### src/rtl/aec_pkg.sv
// aec_pkg: shared ASCII constants, legal-character test and feeder state type for the expression calculator front end.
package aec_pkg;
  localparam logic [7:0] ASC_EQ  = 8'h3D;
  localparam logic [7:0] ASC_SP  = 8'h20;
  localparam logic [7:0] ASC_LP  = 8'h28;
  localparam logic [7:0] ASC_RP  = 8'h29;
  localparam logic [7:0] ASC_MUL = 8'h2A;
  localparam logic [7:0] ASC_ADD = 8'h2B;
  localparam logic [7:0] ASC_SUB = 8'h2D;
  typedef enum logic [1:0] {COLLECT, DISCARD, SEND, WAIT_RES} feeder_state_t;
  function automatic logic is_legal_char(input logic [7:0] c);
    return (c >= 8'h30 && c <= 8'h39) || (c >= 8'h61 && c <= 8'h66) || (c >= 8'h41 && c <= 8'h46) ||
           c == ASC_LP || c == ASC_RP || c == ASC_MUL || c == ASC_ADD || c == ASC_SUB || c == ASC_EQ;
  endfunction
endpackage

### src/rtl/aec_char_buf.sv
// aec_char_buf: DEPTH x 8 register file with one write port and a registered read port.
module aec_char_buf #(
  parameter int DEPTH = 16,
  parameter int AW    = $clog2(DEPTH)
) (
  input  logic          clk,
  input  logic          rst,
  input  logic          we,
  input  logic [AW-1:0] waddr,
  input  logic [7:0]    wdata,
  input  logic [AW-1:0] raddr,
  output logic [7:0]    rdata
);
  logic [7:0] r_mem [DEPTH];
  always_ff @(posedge clk or posedge rst)
    if (rst) begin
      r_mem <= '{default: '0};
      rdata <= '0;
    end else begin
      if (we) r_mem[waddr] <= wdata;
      rdata <= r_mem[raddr];
    end
endmodule

### src/rtl/aec_expr_feeder.sv
// aec_expr_feeder: buffers one validated expression up to '=' and replays it to the calculator.
// Optional parenthesis balance checking is enabled by defining AEC_PAREN_CHECK_EN.
module aec_expr_feeder import aec_pkg::*; #(
  parameter int DEPTH = 16
) (
  input  logic       clk,
  input  logic       rst,
  input  logic       in_valid,
  input  logic [7:0] in_data,
  output logic       in_ready,
  output logic       out_ready,
  output logic [7:0] out_ascii,
  input  logic       calc_valid,
  output logic       busy,
  output logic       err
);
  localparam int CNT_W = $clog2(DEPTH + 1);
  localparam int AW    = $clog2(DEPTH);
  feeder_state_t r_state, w_state_n;
  logic [CNT_W-1:0] r_fill, w_fill_n, r_rd, w_rd_n;
  logic r_err, w_err_n, r_live, w_we, w_xfer, w_eq;
  logic [AW-1:0] w_raddr;
  logic [7:0] w_rdata;
`ifdef AEC_PAREN_CHECK_EN
  localparam logic signed [CNT_W:0] ONE = 1;
  logic signed [CNT_W:0] r_depth, w_depth_n;
`endif
  assign w_xfer    = in_valid & in_ready;
  assign w_eq      = in_data == ASC_EQ;
  assign in_ready  = r_live & (r_state == COLLECT || r_state == DISCARD);
  assign out_ready = r_state == SEND;
  assign out_ascii = out_ready ? w_rdata : 8'h00;
  assign busy      = r_state == SEND || r_state == WAIT_RES;
  assign err       = r_err;
  // Read one ahead so buf[0] is already on rdata the cycle SEND starts.
  assign w_raddr   = r_state == SEND ? AW'(r_rd + 1'b1) : '0;
  aec_char_buf #(.DEPTH(DEPTH)) u_buf (
    .clk(clk), .rst(rst), .we(w_we), .waddr(r_fill[AW-1:0]), .wdata(in_data),
    .raddr(w_raddr), .rdata(w_rdata)
  );
  always_comb begin
    w_state_n = r_state;
    w_fill_n  = r_fill;
    w_rd_n    = r_rd;
    w_err_n   = 1'b0;
    w_we      = 1'b0;
`ifdef AEC_PAREN_CHECK_EN
    w_depth_n = r_depth;
`endif
    case (r_state)
      COLLECT: if (w_xfer && in_data != ASC_SP) begin
        if (!is_legal_char(in_data) || (!w_eq && r_fill == CNT_W'(DEPTH - 1))) begin
          w_err_n   = 1'b1;
          w_state_n = DISCARD;
`ifdef AEC_PAREN_CHECK_EN
          w_depth_n = '0;
        end else if (in_data == ASC_RP && r_depth == 0) begin
          w_err_n   = 1'b1;
          w_state_n = DISCARD;
          w_depth_n = '0;
        end else if (w_eq && r_depth != 0) begin
          w_err_n   = 1'b1;
          w_fill_n  = '0;
          w_depth_n = '0;
`endif
        end else if (w_eq && r_fill == '0) begin
          w_err_n = 1'b1;
        end else begin
          w_we     = 1'b1;
          w_fill_n = r_fill + 1'b1;
`ifdef AEC_PAREN_CHECK_EN
          w_depth_n = w_eq ? '0 : in_data == ASC_LP ? r_depth + ONE : in_data == ASC_RP ? r_depth - ONE : r_depth;
`endif
          if (w_eq) begin
            w_state_n = SEND;
            w_rd_n    = '0;
          end
        end
      end
      DISCARD: if (w_xfer && w_eq) begin
        w_state_n = COLLECT;
        w_fill_n  = '0;
      end
      SEND: begin
        w_rd_n = r_rd + 1'b1;
        if (r_rd == r_fill - 1'b1) w_state_n = WAIT_RES;
      end
      default: if (calc_valid) begin
        w_state_n = COLLECT;
        w_fill_n  = '0;
        w_rd_n    = '0;
      end
    endcase
  end
  always_ff @(posedge clk or posedge rst)
    if (rst) begin
      r_state <= COLLECT;
      r_fill  <= '0;
      r_rd    <= '0;
      r_err   <= 1'b0;
      r_live  <= 1'b0;
`ifdef AEC_PAREN_CHECK_EN
      r_depth <= '0;
`endif
    end else begin
      r_state <= w_state_n;
      r_fill  <= w_fill_n;
      r_rd    <= w_rd_n;
      r_err   <= w_err_n;
      r_live  <= 1'b1;
`ifdef AEC_PAREN_CHECK_EN
      r_depth <= w_depth_n;
`endif
    end
endmodule

### config.mk
export PLATFORM = sky130hd
export DESIGN_NAME = aec_expr_feeder
export DESIGN_NICKNAME = d
export VERILOG_FILES = /design/src/rtl/aec_pkg.sv /design/src/rtl/aec_char_buf.sv /design/src/rtl/aec_expr_feeder.sv
export SDC_FILE = /design/constraint.sdc
export NUM_CORES = 1
export LEC_CHECK = 0
export CORE_UTILIZATION = 69
export CTS_BUF_LIST = sky130_fd_sc_hd__clkbuf_2
export DETAILED_ROUTE_END_ITERATION = 16
export PLACE_DENSITY = 0.94
export SLEW_MARGIN = 20
export SYNTH_ARGS = -nofsm -noshare
export SYNTH_HDL_FRONTEND = slang
export SYNTH_SLANG_ARGS = --single-unit
### constraint.sdc
create_clock -name clk -period 7.3 [get_ports clk]
set_input_delay 0.73 -clock clk [delete_from_list [all_inputs] [get_ports clk]]
set_output_delay 0.73 -clock clk [all_outputs]
set_load 0.02 [all_outputs]
==> impl_metrics.ini <==
[die]
die-area_sq_um = 11500
core-area_sq_um = 10800
die-height_um = 107
die_x_um = 107
initial_core_util = 0.707
boundaryPins = 24
rows = 38

[min_path]
hold_class = in2async

[grt]
antenna_found_initial = 1
grt_use_total = 0.322
grt_pass1_wl_um = 27100
grt_max_degree = 90
grt_overflow = 0
grt_pass1_vias = 5085

[critical_path]
worstSetupStartpoint = in_data[4]
cp-start-kind = primary input
rrSetupSlack_ns = 3.67
critical_path_arrival_ns = 4.61
worstPathRequired_ns = 7.94
cp-end-kind = register
r2r_start = r_rd[0]$_DFFE_PP0P_
cp_max_fo = 20
path_class = in2reg

[clocking]
cts_tree = done
clk_latency_ns = 0.76
cts_setup_buffers = 0
ctsRootBufferMaster = clkbuf_2
path_clk_slew_ns = 0.22
cts_max_level = 4
cts_resized = 0
clock_path_buffers = 2
cts.sinks = 150
cts_buffers = 17
hold_buffers = 0

[timing]
drv_slew = 0
grt_setup_unrepaired = no
fin_ws_ns = 3.33
fin_crit_ns = 3.97
max_freq_mhz = 252
relSlewSlack = 0.268
setup-tns-final_ns = 0
finalCritPeriodShare = 0.544
setup_viol = 0
fin_skew_ns = 0.0380
worstMarginPinSlew_ns = 1.10
whs_ns = 0.404
report.final.hold_viol_count = 0

[yosys]
ys_ff_latch = 150
dominantRegCellSynth = dfrtp_1
netlist_area_sq_um = 7670
syn_inst = 607
synth.distinct_cells = 63
ys_seq_area_frac = 0.489
synth-async-reset-ratio = 1.00
synth_nets = 626
yosysWarnings = 0
syn_area_per_cell_sq_um = 12.6
synth_edf_count = 0

[finish]
seq_area_sq_um = 3750
areaGrowthSynthToFinish_pct = 6.61
multi_input_area_sq_um = 3660
drive_above_1_share = 0.298
finalNetCount = 623
final-instance-count-excl-fill = 758
fillers = 674

[drt]
ant_nets = 0
routedWlPerCell_um = 22.2
drt-initial-drc-count = 547
dr.pass1.iters = 5
vias_per_cell = 6.62
post-route-drc-count = 0
routed_wl_um = 16800
via_count = 5018

[status]
outcome = complete, no violations

[power_and_ir_drop]
peakVddDrop_mv = 0.213
powerDensity_nw_per_um2 = 319
p_leak_nw = 3.93

[placement]
dpl.hpwl_um = 10800
dp_slack_ns = 2.62
dp.cells = 725
portBuffers = 23
gp_congestion = 0.884

[flow_run]
drv_cap = 0
report_power, final:
part | leakage, nW | internal (mW) | switching [mW]
logic | 1.74 | 0.404 | 0.572
clock network | 0.150 | 0.226 | 0.302
registers | 2.05 | 0.962 | 0.138
total | 3.93 | 1.59 | 1.01
state kept, by name, indices dropped and copies added, names as in the netlist:
name and count:
r_live 1, err 1, u_buf.rdata 8, r_state 2
u_buf.r_mem 128, r_rd 5, r_fill 5
worst max-delay path, cell delays in order:
cell and delay [ns]:
clkdlybuf4s50_1 0.84, or4b_4 0.75, a2111oi_4 0.38, a211o_1 0.84
nand4_2 0.60, mux2_2 0.45
placed cells by master (no fill, tap or decap), drive strengths merged, types with 9 or more instances in the layout:
master and n:
nand3 14, mux2i 48, nand4 15, clkdlybuf4s50 23, and2 24, nor2 9, inv 14, nand2 31
clkbuf 19, dfrtp 150, mux2 112, a2111oi 11, a21oi 10, nor2b 14, a211oi 10
worst paths after layout:
path	cells past startpoint	endpoint
max reg2reg	7	u_buf.rdata[3]$_DFF_PP0_
min reg2reg	1	u_buf.r_mem[55]$_DFFE_PP0P_
min	2	u_buf.r_mem[31]$_DFFE_PP0P_
min in group clk	1	u_buf.r_mem[55]$_DFFE_PP0P_
max in group asynchronous	3	u_buf.r_mem[99]$_DFFE_PP0P_
max	6	u_buf.r_mem[14]$_DFFE_PP0P_
synthesized netlist by cell type (all sizes together), types with 2 or more instances:
| master | instances | share of area |
|---|---|---|
| o311ai | 3 | 0.0034 |
| a21oi | 10 | 0.0065 |
| nand2b | 4 | 0.0033 |
| mux2 | 112 | 0.17 |
| xnor2 | 5 | 0.0057 |
| xor2 | 4 | 0.0046 |
| inv | 13 | 0.0064 |
| clkbuf | 38 | 0.019 |
| buf | 10 | 0.010 |
| nor2b | 14 | 0.011 |
| nand3 | 14 | 0.0091 |
| dfrtp | 150 | 0.49 |
| nand4 | 15 | 0.031 |
| mux4 | 8 | 0.023 |
| a211o | 2 | 0.0023 |
| or3 | 3 | 0.0024 |
| a41oi | 2 | 0.0023 |
| a311oi | 8 | 0.0091 |
| and3 | 3 | 0.0024 |
| or2 | 3 | 0.0024 |
| nor2 | 9 | 0.0044 |
| o21ai | 8 | 0.0052 |
| a211oi | 10 | 0.010 |
| and2 | 24 | 0.020 |
| nand3b | 5 | 0.0049 |
| nand2 | 31 | 0.015 |
| or4b | 2 | 0.0031 |
| o21ba | 2 | 0.0026 |
| a21o | 4 | 0.0039 |
| ha | 7 | 0.011 |
| a2111oi | 11 | 0.015 |
| mux2i | 48 | 0.063 |
| nand4b | 2 | 0.0023 |
| nor3 | 3 | 0.0020 |
routing by layer:
| metal | up-vias | GRT usage | share of wire |
|---|---|---|---|
| met5 | - | 0 | 0 |
| met4 | 0 | 0.149 | 0.029 |
| met3 | 43 | 0.0757 | 0.073 |
| met2 | 204 | 0.518 | 0.49 |
| met1 | 2559 | 0.415 | 0.41 |
| li1 | 2212 | - | - |
area by class of cell:
type	count	share of cell area
flip-flops and latches	150	0.459
multi-input cells	396	0.447
repair buffers	26	0.0314
clock inverters	13	0.0220
well taps	140	0.0214
clock buffers	19	0.0116
inverters	13	0.00658
diodes	1	0.000306
kinds of logic (layout without fill, tap and decap cells):
logic type	Yosys count	in the layout	share of synthesized area
muxes	168	168	0.257
AOI/OAI and AO/OA	74	74	0.0767
buffers and inverters	61	71	0.0349
DFF	150	150	0.489
adders and majority gates	7	7	0.0114
other	1	2	0.000489
xor gates and xnor gates	9	9	0.0103
and+or+nand+nor	137	137	0.119
metrics by stage:
step | area, sq um | power, mW | utilization
finish | 8180 | 2.60 | 0.754
CTS | 8170 | 2.60 | 0.753
global placement | 7890 | 2.03 | 0.728
global route | 8180 | 2.74 | 0.754
floorplan | 7670 | 1.83 | -
detailed placement | 7890 | 2.08 | 0.728
Note: power is estimated with default switching activity, not from simulation.
